<file path="src/rtl/mem_arb_pkg.sv">
// Shared definitions for the two-port memory arbiter.
//   - arb_state_t : arbiter FSM state encoding
//   - REQ_CPU/REQ_LDR : requester index constants
//   - DEF_ADDR_W/DEF_DATA_W : default memory geometry (64 x 16)
package mem_arb_pkg;

  typedef enum logic [1:0] {
    IDLE  = 2'd0,
    ISSUE = 2'd1,
    RESP  = 2'd2
  } arb_state_t;

  localparam int unsigned REQ_CPU = 0;
  localparam int unsigned REQ_LDR = 1;

  localparam int unsigned DEF_ADDR_W = 6;
  localparam int unsigned DEF_DATA_W = 16;

endpackage

</file>
<file path="src/rtl/mem_arb_pick.sv">
// Combinational two-way round-robin picker with lock masking.
// Ports:
//   req        in  per-requester request
//   lock_valid in  a lock is held; only lock_owner may be served
//   lock_owner in  requester holding the lock
//   last       in  requester granted most recently
//   any        out at least one requester is eligible
//   winner     out index of the selected requester (valid when any=1)
module mem_arb_pick
  import mem_arb_pkg::*;
(
  input  logic [1:0] req,
  input  logic       lock_valid,
  input  logic       lock_owner,
  input  logic       last,
  output logic       any,
  output logic       winner
);

  logic [1:0] w_elig;

  always_comb begin
    w_elig = req;
    if (lock_valid) begin
      w_elig             = '0;
      w_elig[lock_owner] = req[lock_owner];
    end
    any = |w_elig;
    // On a tie the requester not served last wins; otherwise the lone
    // eligible requester is simply whether the loader bit is set.
    if (&w_elig)
      winner = ~last;
    else
      winner = w_elig[REQ_LDR];
  end

endmodule

</file>
<file path="src/rtl/mem_port_arbiter.sv">
// Shares one synchronous-read 64x16 memory between the CPU port (0) and the
// loader/debug port (1). Round-robin arbitration with an optional lock that
// keeps the memory with one requester across consecutive accesses.
// Ports:
//   clock, reset          system clock, synchronous active-high reset
//   req, lock, we         per-requester request, lock and write enable
//   addr0/1, wdata0/1     per-requester address and write data
//   gnt, ack              one-cycle one-hot grant and completion pulses
//   rdata                 read data, valid with ack of a read
//   mem_en, mem_we        memory strobe and write enable
//   mem_addr, mem_wdata   memory command address and write data
//   mem_rdata             memory read data, one cycle after a read strobe
module mem_port_arbiter
  import mem_arb_pkg::*;
#(
  parameter int ADDR_W = DEF_ADDR_W,
  parameter int DATA_W = DEF_DATA_W
) (
  input  logic              clock,
  input  logic              reset,
  input  logic [1:0]        req,
  input  logic [1:0]        lock,
  input  logic [1:0]        we,
  input  logic [ADDR_W-1:0] addr0,
  input  logic [ADDR_W-1:0] addr1,
  input  logic [DATA_W-1:0] wdata0,
  input  logic [DATA_W-1:0] wdata1,
  output logic [1:0]        gnt,
  output logic [1:0]        ack,
  output logic [DATA_W-1:0] rdata,
  output logic              mem_en,
  output logic              mem_we,
  output logic [ADDR_W-1:0] mem_addr,
  output logic [DATA_W-1:0] mem_wdata,
  input  logic [DATA_W-1:0] mem_rdata
);

  arb_state_t        r_state;
  logic              r_last;
  logic              r_lock_valid;
  logic              r_lock_owner;
  logic              r_owner;
  logic              r_is_read;
  logic [1:0]        r_gnt;
  logic [1:0]        r_ack;
  logic [DATA_W-1:0] r_rdata;
  logic              r_mem_en;
  logic              r_mem_we;
  logic [ADDR_W-1:0] r_mem_addr;
  logic [DATA_W-1:0] r_mem_wdata;

  logic              w_any;
  logic              w_winner;
  logic [ADDR_W-1:0] w_addr;
  logic [DATA_W-1:0] w_wdata;
  logic              w_we;
  logic              w_lock;

  mem_arb_pick u_pick (
    .req        (req),
    .lock_valid (r_lock_valid),
    .lock_owner (r_lock_owner),
    .last       (r_last),
    .any        (w_any),
    .winner     (w_winner)
  );

  always_comb begin
    w_addr  = w_winner ? addr1  : addr0;
    w_wdata = w_winner ? wdata1 : wdata0;
    w_we    = we[w_winner];
    w_lock  = lock[w_winner];
  end

  always_ff @(posedge clock) begin
    if (reset) begin
      r_state      <= IDLE;
      r_last       <= 1'b1;
      r_lock_valid <= 1'b0;
      r_lock_owner <= 1'b0;
      r_owner      <= 1'b0;
      r_is_read    <= 1'b0;
      r_gnt        <= '0;
      r_ack        <= '0;
      r_rdata      <= '0;
      r_mem_en     <= 1'b0;
      r_mem_we     <= 1'b0;
      r_mem_addr   <= '0;
      r_mem_wdata  <= '0;
    end else begin
      case (r_state)
        IDLE: begin
          // ack from the previous RESP drops here, even if a new grant is
          // issued on the same edge.
          r_ack <= '0;
          if (w_any) begin
            r_mem_en          <= 1'b1;
            r_mem_we          <= w_we;
            r_mem_addr        <= w_addr;
            r_mem_wdata       <= w_wdata;
            r_gnt             <= '0;
            r_gnt[w_winner]   <= 1'b1;
            r_last            <= w_winner;
            r_owner           <= w_winner;
            r_is_read         <= ~w_we;
            r_lock_valid      <= w_lock;
            if (w_lock)
              r_lock_owner <= w_winner;
            r_state           <= ISSUE;
          end else if (r_lock_valid && !req[r_lock_owner] && !lock[r_lock_owner]) begin
            r_lock_valid <= 1'b0;
          end
        end
        ISSUE: begin
          r_mem_en <= 1'b0;
          r_mem_we <= 1'b0;
          r_gnt    <= '0;
          r_state  <= RESP;
        end
        RESP: begin
          r_ack[r_owner] <= 1'b1;
          if (r_is_read)
            r_rdata <= mem_rdata;
          r_state <= IDLE;
        end
        default: r_state <= IDLE;
      endcase
    end
  end

  assign gnt       = r_gnt;
  assign ack       = r_ack;
  assign rdata     = r_rdata;
  assign mem_en    = r_mem_en;
  assign mem_we    = r_mem_we;
  assign mem_addr  = r_mem_addr;
  assign mem_wdata = r_mem_wdata;

endmodule

</file>
<file path="config.mk">
export PLATFORM = sky130hd
export DESIGN_NAME = mem_port_arbiter
export DESIGN_NICKNAME = d
export VERILOG_FILES = /design/src/rtl/mem_arb_pkg.sv /design/src/rtl/mem_arb_pick.sv /design/src/rtl/mem_port_arbiter.sv
export SDC_FILE = /design/constraint.sdc
export NUM_CORES = 1
export LEC_CHECK = 0
export CAP_MARGIN = 30
export CORE_AREA = 4 4 80 82
export CTS_CLUSTER_DIAMETER = 30
export DETAILED_ROUTE_END_ITERATION = 10
export DIE_AREA = 0 0 84 86
export PLACE_DENSITY = 0.84
export SYNTH_ARGS = -nofsm -noshare
export SYNTH_HDL_FRONTEND = slang
export SYNTH_HIERARCHICAL = 1
export SYNTH_SLANG_ARGS = --single-unit
</file>
<file path="constraint.sdc">
create_clock -name clock -period 2 [get_ports clock]
set_input_delay 0.4 -clock clock [delete_from_list [all_inputs] [get_ports clock]]
set_output_delay 0.4 -clock clock [all_outputs]
set_load 0.03 [all_outputs]
</file>
# == Word-level counts from Yosys, hierarchy flattened ==
# Cells that the tools add are included.
# totals
wordCells,73
in_bits,68
regBits,51
# classes
n_mux,29
bitwise_logic,4
n_lt_le_gt_ge,6
reduce_logical,18
eq_ne,3
# ops
op,count
2-to-1 mux 1 bit,16
2-to-1 mux 16 bit,1
case mux 2 bit (2 select lines),3
AND reduction 2 bit,5
"< comparator 1 x 2 -> 1 bit, second input constant",3
2-to-1 mux 2 bit,3
2-to-1 mux 6 bit,1
nonzero test 2 bit,3
logical AND 1 bit,5
case mux 1 bit (2 select lines),2
demux 1 bit (select 1 bit),3
">= comparator 1 bit, second input constant",3
AND reduction 3 bit,1
AND 2 bit,1
"equality test 2 x 1 -> 1 bit, second input constant",1
"equality test 2 bit, second input constant",1
zero test 1 bit,2
zero test 2 bit,1
"!= test 2 x 1 -> 1 bit, second input constant",1
NOT 1 bit,2
bitwise OR 2 bit,1
OR reduction 2 bit,1

# == Longest topological paths before layout ==
# Gate-level depths: netlist (run 1).
# depth
word_depth,14
ltp_mapped,8
ltp_nobuf,6

# == By module ==
# The synthesis (run 1) kept the hierarchy.
# by_module_without_submodules
mod,seq_area_each_um2,n_inst,cells_per_inst,area_each_um2
mem_port_arbiter,1021.0,1,233,2109.5
mem_arb_pick,0.0,1,6,35.0

# == Worst setup path after synthesis (run 1) ==
# No wires, ideal clock.
# synth_path
path_kind,register to register
startpoint,reg r_lock_owner
endpoint,reg r_lock_owner
arrival_time_ns,1.571
period_less_slack_ns,1.705
n_path_buf,1
t_required_ns,1.866
path_stages_with_launch,8
slack_ns,0.295
path_cell_list,dfxtp_1 -> nand2b_1 -> a21oi_1 -> a31oi_1 -> or3b_1 -> buf_2 -> nor3b_1 -> nor4_1
# synth_lines
element,line_no,rtl
"start, declared",mem_port_arbiter.sv:41,logic r_lock_owner;
"start signal, assigned",mem_port_arbiter.sv:108,r_lock_owner <= w_winner;
< comparator 1 x 2 -> 1 bit (implied by the code) / >= comparator 1 bit (equally long branches),mem_arb_pick.sv:26,w_elig[lock_owner] = req[lock_owner];
logical AND 1 bit (implied by the code),mem_arb_pick.sv:26,
2-to-1 mux 1 bit (implied by the code),mem_arb_pick.sv:26,
demux 1 bit (select 1 bit),-,
AND 2 bit (no line) *,-,
2-to-1 mux 2 bit *,mem_arb_pick.sv:24,if (lock_valid) begin
OR reduction 2 bit *,mem_arb_pick.sv:28,any = |w_elig;
via w_any,mem_port_arbiter.sv:52,logic w_any;
AND reduction 3 bit (no line) *,-,
# Mark *: on every way through the listed nets, which the timed path passes. The rest lies on a longest branch. The select of a mux whose other input is x is not followed.
# A chain may end at the register's enable or synchronous reset.

# == Worst setup path after layout (run 1) ==
# layout_path
startpoint,in req[1]
endpoint,reg r_lock_owner
# layout_lines
element,line_no,rtl
"start, declared",mem_port_arbiter.sv:21,"input logic [1:0] req,"
2-to-1 mux 1 bit (implied by the code) (2 in series),mem_arb_pick.sv:26,
AND 2 bit (no line),-,
2-to-1 mux 2 bit *,mem_arb_pick.sv:24,
OR reduction 2 bit *,mem_arb_pick.sv:28,
via w_any,mem_port_arbiter.sv:52,
AND reduction 3 bit (no line) *,-,
# Marks and branches as above.

==> summary.txt, run 1 <==
Status
  • Status: finished clean

Global routing
  • First-pass GRT wire length: 9004 um
  • Number of antenna violations at the first check in global routing: 0
  • Grt ovf: 0
  • Vias in the first global route: 2,009
  • Tot GR Track Use: 15.00%
  • Largest net degree at the start of global routing: 45

Critical path
  • Critical path fanouts, max: 6
  • CP max stage delay: 0.52 ns
  • Reg2reg setup slack: 0.16 ns
  • Crit path max-delay family: simple AND/OR/NAND/NOR gates
  • Crit path DAT: 2.05 ns
  • Buf+Inv Stages, Crit Path: 2
  • CP endpoint kind: register
  • Worst Setup Path Type: input port to register
  • CP max-delay cell: clkdlybuf4s50_1
  • Crit path required time: 2.16 ns
  • Worst path cell trace: clkdlybuf4s50_1 > a21oi_1 > a31oi_1 > buf_4 > or3b_1 > nor3b_1 > nor4_1
  • Worst Setup Start Kind: input port

CTS
  • Hold buffers post-CTS: 0
  • CTS tree: built
  • Clk root buf: clkbuf_8
  • Clock Sinks: 51
  • Latest clock arrival within the worst-skew pair: 0.29 ns
  • TritonCTS buffer count: 5
  • Clock-pin transition on the worst setup and hold timing paths: 0.09 ns
  • CTS Buffer Depth: 2
  • H-tree Lvls: 2

Yosys
  • Synth top area cells: dfxtp_1 (48%), mux2i_1 (11%), nand2_1 (6.8%)
  • Cell Area, Synth: 2145 um^2
  • Syn nets: 307
  • FF+latch count, synth: 51
  • Ys async rst share: 0%
  • Synth Instances: 239
  • Synth cell types: 33
  • Dominant synthesized flop cell: dfxtp_1
  • Sequential fraction of the synthesis area: 47.61%
  • Biggest area consumer among synthesized cells: dfxtp_1
  • Post-synth EDFFs: 0
  • Avg Synthesized Cell Area: 8.973 um^2
  • Area share of the largest cell type after synthesis: 47.61%
  • Yosys Warn Count: 6

Timing
  • Worst Hold Slack: 0.4609 ns
  • Final setup vio count: 0
  • Fin. Hold Viols: 0
  • Post-Route Setup TNS: 0 ns
  • Worst slew pin tran: 0.5932 ns
  • Max-slew violations: 0
  • Tcrit/Tclk final: 94.45%
  • Clk_skew: 0.005960 ns
  • Tmin final: 1.889 ns
  • RSZ-0062 raised after global routing: false
  • Relative slew slack: 60.33%
  • FMAX: 529.4 MHz

Route
  • Initial DRC count: 68
  • Routed Antenna Nets: 0
  • Routed length per instance: 13.19 um
  • Final WL: 5630 um
  • Residual DRC: 0
  • Vias per inst: 4.792
  • DR vias: 2,046
  • Drt pass-1 iters: 4

Final layout
  • Layout cells sized above 1: 8.807%
  • Final #Nets: 419
  • Post-route cell area: 3511 um^2
  • Fin cells: 427
  • Multi-input gate area in the final layout: 998.5 um^2
  • Ant. Diodes: 0
  • Seq. cell area: 1021 um^2
  • Area grow syn2layout: 63.71%
  • Fillers: 526

Floorplanning
  • Core area: 5746 um^2
  • Die Ht: 86 um
  • Initial Util: 37.33%
  • Die area: 7224 um^2
  • Num ports: 112
  • Row count: 28
  • Chip Width: 84 um

Placed design
  • Placed cells: 416
  • Hpwl dp: 4237 um
  • Placed cell areas: 3338 um^2
  • PortBufs: 111
  • Gp weighted congestion: 0.8356

Flow run
  • Max_cap viols: 0

Power
  • Final total power: 0.002827 W
  • Leak: 1.299 nW
  • Maximum VDD drop: 0.4179 mV
  • Switching Power: 0.0007847 W
  • Clock share of power: 28.7%
  • Net Sw Frac: 27.76%
  • Register share of total power: 41.3%
  • Internal Pwr Total: 0.002042 W
  • Pwr Density: 805.2 nW/um^2
  • Logic gate share of total power: 30.0%

Min path
  • Worst min-delay path class: register to register
==> cells by family (layout without fill, tap and decap cells) <==
| family | count (synthesis) | count (layout) | synth area share [%] |
|---|---|---|---|
| flip-flops | 51 | 51 | 47.61 |
| buffers and inverters | 23 | 136 | 6.184 |
| AND/OR/NAND/NOR | 87 | 87 | 18.32 |
| AO/OA/AOI/OAI | 54 | 54 | 16.69 |
| multiplexers | 24 | 24 | 11.20 |
==> layout make-up <==
class	count	area share, %
clock inverters	2	1.711
flip-flops and latches	51	29.08
well taps	75	2.673
repair buffers	125	35.71
clock buffers	6	2.067
inverters	3	0.3207
multi-input cells	165	28.44
==> stage by stage <==
stage / util, % / setup slack [ns]
6_report: 61.11 / 0.1110
5_1_grt: 61.11 / 0.006559
4_1_cts: 60.41 / 0.1220
3_5_place_dp: 58.10 / -0.2026
3_3_place_gp: 58.10 / -0.1369
2_1_floorplan: - / 0.2953
==> path summary, 6_finish.rpt <==
kind | startpoint | endpoint | cells after the start
min | rdata[6]$_SDFFE_PP0P_ | rdata[6]$_SDFFE_PP0P_ | 2
max | req[1] | r_lock_owner$_SDFFE_PP0P_ | 7
max reg2reg | r_lock_owner$_SDFFE_PP0P_ | r_lock_owner$_SDFFE_PP0P_ | 7
min reg2reg | rdata[6]$_SDFFE_PP0P_ | rdata[6]$_SDFFE_PP0P_ | 2
==> sequential cells by signal (all words and copies together), names as in the netlist <==
name and flops:
r_owner 1, ack 2, r_is_read 1, mem_we 1
r_lock_owner 1, rdata 16, gnt 2, r_last 1
mem_en 1, mem_addr 6, r_state 2, r_lock_valid 1
mem_wdata 16
==> per-layer routing <==
metal / up-vias / track usage (%) / part of all wire, %
met2: 89 / 26.61 / 47
li1: 1045 / - / -
met4: 0 / 2.632 / 0.34
met1: 910 / 16.75 / 42
met3: 2 / 6.916 / 10
met5: - / 0 / 0
==> cell usage in the layout (no fill, tap or decap), drive strengths merged, types with 2 or more instances in the layout <==
cell           Yosys  layout
a211oi            22      22
a21oi             25      25
buf               14      14
bufinv             0       2
clkbuf             6       7
clkdlybuf4s50      0     110
dfxtp             51      51
inv                3       3
mux2i             24      24
nand2             39      39
nand3b             2       2
nor2              30      30
nor2b              2       2
nor3               4       4
nor3b              2       2
o21ai              2       2
or3b               2       2
==> power by group through the flow <==
stage               Sequential, W  Combinational (W)  Clock, W
detailed placement        0.00119           0.000824         0
floorplan                 0.00133           0.000316         0
global route              0.00118           0.000913  0.000877
CTS                       0.00117           0.000827  0.000842
finish                    0.00117           0.000849  0.000811
global placement          0.00119           0.000811         0
==> Yosys cell counts (2+ instances only) <==
master,instances
inv_1,3
clkbuf_1,6
buf_2,7
buf_6,3
nand2_1,39
a211oi_2,3
a21oi_1,25
o21ai_0,2
buf_4,4
nor3_1,3
nor2_1,30
nand3b_1,2
dfxtp_1,51
mux2i_1,24
a211oi_1,19
==> worst min-delay path, stage by stage (launching register included) <==
cell	delay [ns]
dfxtp_1	0.32
nand2_1	0.05
a21oi_1	0.05
==> what timing repair did <==
action | in CTS | in global routing
gates resized for setup | 0 | 0
endpoints found under the setup margin | 0 | 3
setup buffers | 0 | 2
hold endpoints to repair | 0 | 0
Power figures use the tool's default switching activity.
==> inputs of run 2 (changes only) <==
--- a/config.mk
+++ b/config.mk
@@ -5,7 +5,6 @@
 export SDC_FILE = /design/constraint.sdc
 export NUM_CORES = 1
 export LEC_CHECK = 0
-export CAP_MARGIN = 30
 export CORE_AREA = 4 4 80 82
 export CTS_CLUSTER_DIAMETER = 30
 export DETAILED_ROUTE_END_ITERATION = 10
==> results of run 2 <==
Final layout, timing and power as in run 1 (identical DEF).
